===== config.mk =====
export PLATFORM = sky130hd
export DESIGN_NAME = adc_voltmeter
export DESIGN_NICKNAME = d
export VERILOG_FILES = /design/src/rtl/adc_voltmeter.sv
export SDC_FILE = /design/constraint.sdc
export NUM_CORES = 1
export LEC_CHECK = 0
export ABC_CLOCK_PERIOD_IN_PS = 8350
export CAP_MARGIN = 20
export CORE_MARGIN = 5
export CORE_UTILIZATION = 38
export DETAILED_ROUTE_END_ITERATION = 10
export PLACE_DENSITY = 0.56
export SLEW_MARGIN = 0
export SYNTH_ARGS = -nofsm -noshare
export SYNTH_HDL_FRONTEND = slang
export SYNTH_SLANG_ARGS = --single-unit

===== constraint.sdc =====
create_clock -name clk -period 8.35 [get_ports clk]
set_clock_uncertainty 0.2 [all_clocks]
set_input_delay 0.835 -clock clk [delete_from_list [all_inputs] [get_ports clk]]
set_output_delay 0.835 -clock clk [all_outputs]
set_load 0.05 [all_outputs]

===== src/rtl/adc_voltmeter.sv =====
// ADC sample stream to averaged millivolt reading with sequential BCD conversion.
// Optional peak-hold tracking is enabled by defining PEAK_HOLD_EN.
module adc_voltmeter #(
  parameter int DATA_W   = 10,
  parameter int AVG_LOG2 = 2,
  parameter int VREF_MV  = 3300
) (
  input  logic              clk,
  input  logic              rst,
  input  logic [DATA_W-1:0] sample,
  input  logic              sample_valid,
  input  logic              hold,
`ifdef PEAK_HOLD_EN
  input  logic              peak_clr,
  output logic [13:0]       peak_mv,
`endif
  output logic [13:0]       mv,
  output logic [3:0]        bcd0,
  output logic [3:0]        bcd1,
  output logic [3:0]        bcd2,
  output logic [3:0]        bcd3,
  output logic              result_valid,
  output logic              busy,
  output logic              overrun
);

  localparam int ACC_W    = DATA_W + AVG_LOG2;
  localparam int CNT_W    = (AVG_LOG2 > 0) ? AVG_LOG2 : 1;
  localparam int CNT_LAST = (1 << AVG_LOG2) - 1;
  localparam int PROD_W   = DATA_W + 14;

  typedef enum logic [1:0] {IDLE, SCALE, CONV, DONE} state_t;

  state_t              state, state_d;
  logic [ACC_W-1:0]    acc;
  logic [ACC_W-1:0]    sum;
  logic [CNT_W-1:0]    cnt;
  logic                avg_done;
  logic [DATA_W-1:0]   avg_new;
  logic [DATA_W-1:0]   avg_q;
  logic [DATA_W-1:0]   pend_q;
  logic                pending;
  logic                free_slot;
  logic [PROD_W-1:0]   prod;
  logic [13:0]         mv_next;
  logic [13:0]         mv_calc;
  logic [29:0]         shreg;
  logic [3:0]          iter;
  logic                load;

  // One double-dabble iteration: correct every BCD nibble, then shift left.
  function automatic logic [29:0] dabble_step(input logic [29:0] s);
    logic [29:0] t;
    t = s;
    for (int i = 0; i < 4; i++) begin
      if (t[14+4*i +: 4] >= 4'd5) t[14+4*i +: 4] = t[14+4*i +: 4] + 4'd3;
    end
    return {t[28:0], 1'b0};
  endfunction

  assign sum      = acc + ACC_W'(sample);
  assign avg_done = sample_valid && (cnt == CNT_W'(CNT_LAST));
  assign avg_new  = DATA_W'(sum >> AVG_LOG2);
  assign prod     = PROD_W'(avg_q) * PROD_W'(VREF_MV);
  assign mv_next  = 14'(prod >> DATA_W);

  always_comb begin
    state_d   = state;
    busy      = (state != IDLE);
    load      = (state == DONE) && !hold;
    free_slot = (state == IDLE) || (state == DONE);
    case (state)
      IDLE:    if (pending || avg_done) state_d = SCALE;
      SCALE:   state_d = CONV;
      CONV:    if (iter == 4'd13) state_d = DONE;
      DONE:    state_d = pending ? SCALE : IDLE;
      default: state_d = IDLE;
    endcase
  end

  always_ff @(posedge clk) begin
    if (rst) state <= IDLE;
    else     state <= state_d;
  end

  // Accumulation runs independently of the converter so it never stalls.
  always_ff @(posedge clk) begin
    if (rst) begin
      acc <= '0;
      cnt <= '0;
    end else if (sample_valid) begin
      if (avg_done) begin
        acc <= '0;
        cnt <= '0;
      end else begin
        acc <= sum;
        cnt <= cnt + CNT_W'(1);
      end
    end
  end

  // A pending average is consumed whenever the converter can start a new job;
  // a completed average that cannot start immediately lands in the pending slot.
  always_ff @(posedge clk) begin
    if (rst) begin
      avg_q   <= '0;
      pend_q  <= '0;
      pending <= 1'b0;
      overrun <= 1'b0;
    end else if (free_slot && pending) begin
      avg_q <= pend_q;
      if (avg_done) pend_q  <= avg_new;
      else          pending <= 1'b0;
    end else if (avg_done) begin
      if (state == IDLE) begin
        avg_q <= avg_new;
      end else begin
        pend_q  <= avg_new;
        pending <= 1'b1;
        if (pending) overrun <= 1'b1;
      end
    end
  end

  always_ff @(posedge clk) begin
    if (rst) begin
      mv_calc <= '0;
      shreg   <= '0;
      iter    <= '0;
    end else if (state == SCALE) begin
      mv_calc <= mv_next;
      shreg   <= {16'd0, mv_next};
      iter    <= '0;
    end else if (state == CONV) begin
      shreg <= dabble_step(shreg);
      iter  <= iter + 4'd1;
    end
  end

  always_ff @(posedge clk) begin
    if (rst) begin
      mv           <= '0;
      bcd0         <= '0;
      bcd1         <= '0;
      bcd2         <= '0;
      bcd3         <= '0;
      result_valid <= 1'b0;
    end else begin
      result_valid <= load;
      if (load) begin
        mv   <= mv_calc;
        bcd0 <= shreg[17:14];
        bcd1 <= shreg[21:18];
        bcd2 <= shreg[25:22];
        bcd3 <= shreg[29:26];
      end
    end
  end

`ifdef PEAK_HOLD_EN
  // A load in the same cycle as a clear takes precedence over the clear.
  always_ff @(posedge clk) begin
    if (rst) begin
      peak_mv <= '0;
    end else if (load) begin
      if (peak_clr || (mv_calc > peak_mv)) peak_mv <= mv_calc;
    end else if (peak_clr) begin
      peak_mv <= '0;
    end
  end
`endif

endmodule


# Word-level counts from Yosys, hierarchy flattened

Cells that the tools add are included.

Flip-flop bits (word level): 113
Bits of input ports: 14
Output and inout port bits: 33
Word-level logic and storage cells: 80

Add/subtract/negate cells: 7
Multiply operators: 1
Magnitude comparators: 4
Eq/ne operators: 9
Multiplexer cells: 23
Bitwise operators: 2
Reduce and logical (&&, ||, !) cells: 17

Operators with widths:

| cell                                                   | number |
|---|---|
| 2-to-1 mux 10 bit                                      | 7 |
| 2-to-1 mux 12 bit                                      | 3 |
| multiplier 10 x 10 -> 20 bit (second input constant)   | 1 |
| >= comparator 4 x 3 -> 1 bit (second input constant)   | 4 |
| adder 12 x 10 -> 12 bit                                | 1 |
| adder 4 x 2 -> 4 bit (second input constant)           | 3 |
| 2-to-1 mux 4 bit                                       | 3 |
| case mux 2 bit (4 select lines)                        | 1 |
| nonzero test 2 bit                                     | 4 |
| equality test 2 bit (second input constant)            | 3 |
| 2-to-1 mux 2 bit                                       | 3 |
| AND reduction 2 bit                                    | 3 |
| 2-to-1 mux 1 bit                                       | 5 |
| adder 4 x 1 -> 4 bit (second input constant)           | 1 |
| equality test 4 bit (second input constant)            | 1 |
| inequality test 2 x 1 -> 1 bit (second input constant) | 2 |
| inequality test 2 bit (second input constant)          | 2 |
| AND reduction 4 bit                                    | 1 |
| adder 3 x 2 -> 3 bit (second input constant)           | 1 |
| logical AND 1 bit                                      | 3 |
| 2-to-1 mux 3 bit                                       | 1 |
| AND reduction 3 bit                                    | 1 |
| adder 2 x 1 -> 2 bit (second input constant)           | 1 |
| equality test 2 x 1 -> 1 bit (second input constant)   | 1 |
| 5 further kinds                                        | 7 |

# Logic depth before layout (Yosys ltp)

Gate-level depths: netlist (run 1).

Depth after elaboration: 5
Gate-level depth with buffers: 17
Gate-level depth less buffers: 16

# Least setup slack after synthesis (run 1)

Ideal clock, no wire load.

Path type: flip-flop to flip-flop
From: reg avg_q[8]
To: reg mv_calc[9]
Setup time: 116 ps
Arrival time: 4045 ps
Data required time: 8034 ps
Path slack: 3989 ps
Stages on the path, launching flop included: 15
Path buffers: 0
Period minus slack after synthesis: 4361 ps
Cells stage by stage: dfxtp_1 -> ha_1 -> inv_1 -> fa_1 -> inv_1 -> fa_1 -> fa_1 -> ha_1 -> ha_1 -> nand2_1 -> o21ai_2 -> o41ai_4 -> o211ai_2 -> mux2_1 -> a31o_1

Longest elaborated chain between the ends: 1

Ends and longest elaborated chain:

| item                         | RTL line | text |
|---|---|---|
| start: declaration           | 40       | `logic [DATA_W-1:0] avg_q;` |
| start signal: assignment     | 111      | `avg_q <= pend_q;` |
| start signal: assignment     | 116      | `avg_q <= avg_new;` |
| multiplier 10 x 10 -> 20 bit | 64       | `assign prod = PROD_W'(avg_q) * PROD_W'(VREF_MV);` |
| end signal: assignment       | 131      | `mv_calc <= mv_next;` |
| end: declaration             | 46       | `logic [13:0] mv_calc;` |

Every way passes these cells.
A chain may end at the register's enable or synchronous reset.

# Worst setup path in the final report (run 1)

From: reg avg_q[0]
To: reg shreg[5]

Longest elaborated chain between the ends: 2

Ends and longest elaborated chain:

| item                         | RTL line | text |
|---|---|---|
| multiplier 10 x 10 -> 20 bit | 64       |  |
| 2-to-1 mux 12 bit            | 130      | `end else if (state == SCALE) begin` |
| end signal: assignment       | 132      | `shreg <= {16'd0, mv_next};` |
| end signal: assignment       | 135      | `shreg <= dabble_step(shreg);` |
| end: declaration             | 47       | `logic [29:0] shreg;` |

Every way passes these cells.

==> results of run 1 <==
==> worst max path at each step <==
stage | startpoint | end | slack, ns
floorplan | avg_q[8] | mv_calc[9] | 3.99
CTS | avg_q[8] | mv_calc[11] | 3.66
global placement | avg_q[8] | mv_calc[11] | 3.72
finish | avg_q[0] | shreg[5] | 3.70
global route | avg_q[8] | mv_calc[11] | 3.38
detailed placement | avg_q[8] | mv_calc[11] | 3.69
==> per-stage QoR <==
stage                     setup WS (ns)  total power, mW
after floorplan                   3.989           0.8084
after global placement            3.718           0.8730
after detailed placement          3.693           0.8720
after CTS                         3.665            1.631
after global routing              3.385            1.699
final                             3.700            1.615
==> synthesized netlist by cell type, types with 4 or more instances <==
| library cell | instances | share of area (%) |
|---|---|---|
| a21oi_2 | 4 | 0.49 |
| nand3_1 | 17 | 1.2 |
| a221oi_1 | 5 | 0.62 |
| o21ai_1 | 6 | 0.42 |
| fa_1 | 21 | 5.9 |
| nor3_1 | 15 | 1.1 |
| a31oi_1 | 6 | 0.53 |
| a311oi_1 | 9 | 1.1 |
| nand2b_1 | 7 | 0.62 |
| o21ai_0 | 20 | 1.4 |
| a22oi_1 | 9 | 0.95 |
| and3_1 | 6 | 0.53 |
| nor2_1 | 75 | 4.0 |
| xnor2_1 | 14 | 1.7 |
| inv_1 | 58 | 3.1 |
| a211oi_1 | 9 | 0.95 |
| xor2_1 | 13 | 1.6 |
| ha_1 | 92 | 16 |
| mux2i_1 | 13 | 1.8 |
| nand2_1 | 120 | 6.4 |
| clkbuf_1 | 25 | 1.3 |
| a21o_1 | 9 | 0.95 |
| dfxtp_1 | 113 | 32 |
| buf_1 | 6 | 0.32 |
| a21oi_1 | 73 | 5.2 |
==> cells by family (layout without fill, tap and decap cells) <==
family / after synthesis / after routing / synth area share, %
AOI/OAI and AO/OA: 188 / 188 / 18.36
xor gates and xnor gates: 27 / 27 / 3.337
adders and majority gates: 113 / 113 / 22.18
buffers and inverters: 96 / 139 / 5.349
DFF: 113 / 113 / 31.92
muxes: 15 / 15 / 2.207
other: 1 / 2 / 0.05292
and+or+nand+nor: 265 / 265 / 16.60
==> state kept, by name (all words and copies together) (netlist names), 4 cells and up <==
signal	flops
acc	12
avg_q	10
bcd0	4
bcd1	4
bcd2	4
bcd3	4
iter	4
mv	12
mv_calc	12
pend_q	10
shreg	30
==> per-layer routing <==
layer  vias up  global-route usage, %
met5         -                      0
met4         0                  4.327
met3        13                  2.980
met2        86                  24.33
met1      2624                  20.63
li1       2889                      -
==> final cells by class <==
| cell class | count | share of cell area [%] |
|---|---|---|
| clock buffer | 20 | 5.497 |
| clock inverter | 12 | 1.898 |
| inverter | 59 | 2.666 |
| multi-input combinational | 610 | 53.58 |
| sequential | 113 | 27.23 |
| tap | 234 | 3.524 |
| timing repair buffer | 48 | 5.602 |
==> power by group through the flow <==
stage	Sequential, mW	Combinational (mW)	Clock [mW]
6_report	0.591	0.271	0.752
4_1_cts	0.591	0.272	0.768
3_3_place_gp	0.602	0.271	0
2_1_floorplan	0.596	0.212	0
3_5_place_dp	0.602	0.270	0
5_1_grt	0.596	0.307	0.796
==> critical path, cell delays in order, from the launching register on <==
cell	delay, ns
dfxtp_1	0.44
ha_1	0.31
ha_1	0.30
inv_1	0.06
fa_1	0.50
fa_1	0.51
fa_1	0.51
inv_1	0.04
ha_1	0.35
a21oi_1	0.18
o21ai_1	0.17
a221oi_1	0.39
xnor2_1	0.19
nand2_1	0.10
a311oi_1	0.30
==> results.cfg, run 1 <==
[critical_path]
reg2reg_depth = 14
cp-end-kind = flip-flop
worstPathRequired_ns = 8.47
arrival_ns = 4.77
reg2reg_slack_ns = 3.70
path_class = flip-flop to flip-flop
critPathLaunchType = flip-flop
r2r_end = shreg[5]
crit_fanout = 6
rr_startpoint = avg_q[0]

[finish]
drive_gt1_share_pct = 7.425
syn_to_final_growth_pct = 17.23
antenna_cells = 0
ff_latch_area_um2 = 2262
final_common_cell = nand2_1
stdcell_count = 1096
design_area_um2 = 8308
finish.utilization_pct = 44.86
multi_input_area_um2 = 4452
layout_common_cells = nand2_1 (120), dfxtp_1 (113), ha_1 (92)
finalNetCount = 976
nFillCells = 1863

[synthesis]
syn_inst = 818
yosys_most_used_dff = dfxtp_1
yosysSeqAreaShare_pct = 31.92
yosys.cell_types.count = 76
synth_area_um2 = 7087
syn_avg_cell_area_um2 = 8.664
synth-seq-cells = 113
ys.warnings.count = 0
async_flop_share_pct = 0
synth_edf_count = 0

[cts]
cts_buffers = 17
cts-resized-gates = 0
cts_tree = done
clkLatencyLatePin_ns = 0.42
htreeDepth = 4
cts_max_path_buffers = 2
cts.sinks = 113
cts-root-buf = clkbuf_16
hold_buffers = 0
cts_setup_buffers = 0
clk_pin_slew_worst_paths_ns = 0.06

[placement]
dp.cells = 1064
hpwlAfterDp_um = 11540
place_area_um2 = 7694
routabilityCongestion = 0.8894
port-buffer-count = 44

[sta]
hold_viol = 0
setup_viol = 0
grt_setup_unrepaired = false
finalCritPeriodShare_pct = 55.69
report.final.slew_viol_count = 0
fin_crit_ns = 4.650
max_freq_ghz = 0.2150
holdWs_ns = 0.2466
slew-limit-headroom_pct = 41.61
setup_tns_ns = 0
tightest_slew_ns = 0.8759

[pwr]
leakagePower_nw = 3.555
p_seq_share_pct = 36.6
p_comb_share_pct = 16.8
intPower_mw = 1.151
p_sw_share_pct = 28.71
vdd_drop_max_v = 0.0001184
p_clk_share_pct = 46.6
p_sw_mw = 0.4636
p_per_area_nw_per_um2 = 194.4

[die]
die_w_um = 146.6
initial_core_util_pct = 38.27
std_cell_rows = 50
ios = 47
die_y_um = 146.6
die-area_um2 = 21480
fp.coreArea_um2 = 18520

[min_path]
min-delay-start = mv_calc[11]
hold_end = mv[11]
hold_path_depth = 2
hold_class = flip-flop to flip-flop

[routing]
drc = 0
topRoutingLayerUsed = met4
vias = 5612
drt_iter0_markers = 319
ant_nets = 0
wl_met2_um = 7283
dr.pass1.iters = 5
m1WireLength_um = 7798
routed-wl-met3_um = 471
wirelength_um = 15720
viasPerCell = 5.120
wl_per_cell_um = 14.34

[global_route]
grt_pass1_wl_um = 26910
overflow = 0
antenna_found_initial = 0
grt_usage_pct = 15.10
grt_max_degree = 61
first_global_vias = 5445

[run]
max_cap_violations = 0

[status]
status = finished, final reports clean
Note: power is estimated with default switching activity, not from simulation.
==> run 2, diff against run 1 <==
--- a/config.mk
+++ b/config.mk
@@ -5,12 +5,12 @@
 export SDC_FILE = /design/constraint.sdc
 export NUM_CORES = 1
 export LEC_CHECK = 0
-export ABC_CLOCK_PERIOD_IN_PS = 8350
+export ABC_CLOCK_PERIOD_IN_PS = 3900
 export CAP_MARGIN = 20
 export CORE_MARGIN = 5
 export CORE_UTILIZATION = 38
 export DETAILED_ROUTE_END_ITERATION = 10
-export PLACE_DENSITY = 0.56
+export PLACE_DENSITY = 0.58
 export SLEW_MARGIN = 0
 export SYNTH_ARGS = -nofsm -noshare
 export SYNTH_HDL_FRONTEND = slang
==> constraint.sdc (replaced) <==
create_clock -name clk -period 3.9 [get_ports clk]
set_clock_uncertainty 0.2 [all_clocks]
set_input_delay 0.39 -clock clk [delete_from_list [all_inputs] [get_ports clk]]
set_output_delay 0.39 -clock clk [all_outputs]
set_load 0.05 [all_outputs]
==> run 2 against run 1 <==
Combinational power increased by 140%. Hold slack worse by 0.21 ns. Largest power group unchanged. Power up 120%. Highest routed layer unchanged. Register-to-register slack worse by 4.0 ns. Sequential share of layout area down 2.6 points. Critical path type unchanged. The run now ends with negative setup slack left. Global-route usage is 1.0 points higher. Cell count rose by 5.7%. Critical path depth down 1.
==> results.cfg, run 2 (synthesized netlist as in run 1, its figures left out) <==
[placement]
dp.cells = 1120
port-buffer-count = 44
hpwlAfterDp_um = 12240
routabilityCongestion = 0.8284
pre_cts_slack_ns = -0.2967

[die]
fp.coreArea_um2 = 18520
die_w_um = 146.6
die-area_um2 = 21480
std_cell_rows = 50
die_y_um = 146.6
initial_core_util_pct = 38.27
ios = 47

[global_route]
overflow = 0
antenna_found_initial = 0
grt_usage_pct = 16.10
grt_pass1_wl_um = 28480
first_global_vias = 5793
grt_max_degree = 81

[pwr]
p_clk_share_pct = 47.5
p_comb_share_pct = 17.6
p_per_area_nw_per_um2 = 389.9
p_sw_mw = 1.034
vdd_drop_max_v = 0.0003144
p_sw_share_pct = 28.57
leakagePower_nw = 3.911
intPower_mw = 2.584
p_seq_share_pct = 34.9
p_total_mw = 3.618

[status]
violations = negative setup slack
status = complete, but fails checks

[cts]
cts-root-buf = clkbuf_16
clkLatencyLatePin_ns = 0.42
cts_max_path_buffers = 2
hold_buffers = 0
cts.sinks = 113
clk_pin_slew_worst_paths_ns = 0.06
htreeDepth = 4
cts_buffers = 17
cts_tree = done

[sta]
hold_viol = 0
max_freq_ghz = 0.2380
report.final.slew_viol_count = 0
finalCritPeriodShare_pct = 107.7
fin_crit_ns = 4.202
grt_setup_unrepaired = true
worst_slack_ns = -0.3021
setup_tns_ns = -3.302
slew-limit-headroom_pct = 38.69
tightest_slew_ns = 0.9197
setup_viol = 20

[routing]
vias = 5831
wirelength_um = 16660
ant_nets = 0
m1WireLength_um = 8325
drt_iter0_markers = 245
dr.pass1.iters = 4
viasPerCell = 5.031
wl_per_cell_um = 14.37
drc = 0
routed-wl-met3_um = 416
wl_met2_um = 7735
topRoutingLayerUsed = met4

[min_path]
hold_path_depth = 2
hold_class = primary input to flip-flop

[finish]
antenna_cells = 0
finalNetCount = 1039
layout_common_cells = nand2_1 (117), dfxtp_1 (104), nor2_1 (74)
stdcell_count = 1159
largest-register = shreg
final_common_cell = nand2_1
drive_gt1_share_pct = 20.32
syn_to_final_growth_pct = 30.95
largest_register_ffs = 30

[critical_path]
cp-end-kind = flip-flop
worstPathRequired_ns = 4.03
arrival_ns = 4.33
path_class = flip-flop to flip-flop
reg2reg_depth = 13
crit_fanout = 5
critPathLaunchType = flip-flop

[run]
max_cap_violations = 0
-- run 2: cell count changes in the layout (fill, tap and decap cells not counted), moves of 6 or more --
cell / previous run / this run
buf_4: 4 / 66
dfxtp_4: 0 / 6
inv_2: 0 / 6
dfxtp_1: 113 / 104
ha_4: 0 / 23
inv_1: 58 / 52
ha_1: 92 / 67
-- run 2: timing repair --
item                                    CTS  global route
resized for setup                        14             7
pin swaps                                23            13
setup buffers                             2             6
endpoints found under the setup margin   21            22
-- run 2: area by class of cell --
class                           count  area, um2
Clock buffer                       19      454.2
Tap cell                          234      292.8
Fill cell                        1771       9238
Inverter                           59      221.5
Clock inverter                     13      198.9
Sequential cell                   113       2288
Timing Repair Buffer              111      950.9
Multi-Input combinational cell    610       4873
-- run 2: critical path: stages, from the launching register on --
cell and delay, ns:
dfxtp_4 0.37, ha_4 0.24, xor2_1 0.16, ha_1 0.31, fa_1 0.59, fa_1 0.47
ha_4 0.27, ha_4 0.29, and3_4 0.18, and3_4 0.19, a22oi_4 0.06, a21oi_2 0.20
mux2_4 0.33, a311oi_2 0.26
-- run 2: power by group through the flow --
stage | combinational [mW] | sequential [mW] | clock [mW]
after detailed placement | 0.621 | 1.29 | 0
final | 0.637 | 1.26 | 1.72
after global placement | 0.618 | 1.29 | 0
after CTS | 0.630 | 1.26 | 1.75
after global routing | 0.714 | 1.27 | 1.80
after floorplan | 0.471 | 1.27 | 0
-- run 2: metal layers --
layer / vias to the layer above / global-route usage [%]
met5: - / 0
met4: 0 / 4.327
met3: 15 / 3.600
met2: 58 / 26.33
met1: 2737 / 21.52
li1: 3021 / -
-- run 2: path summary, 6_finish.rpt --
kind | to | startpoint | slack, ns
max | shreg[6] | avg_q[2] | -0.30
min | mv[7] | rst | 0.04
max reg2reg | shreg[6] | avg_q[2] | -0.30
min reg2reg | mv[6] | mv_calc[6] | 0.25
-- run 2: per-stage QoR --
step                      util, %  cell area [um2]  hold WS [ns]
after CTS                   49.61             9188       0.02060
final                       50.11             9280       0.04013
after detailed placement    45.57             8438        0.2422
after global placement      45.57             8438        0.2402
after global routing        50.11             9280       0.04604
after floorplan                 -             7402        0.2249
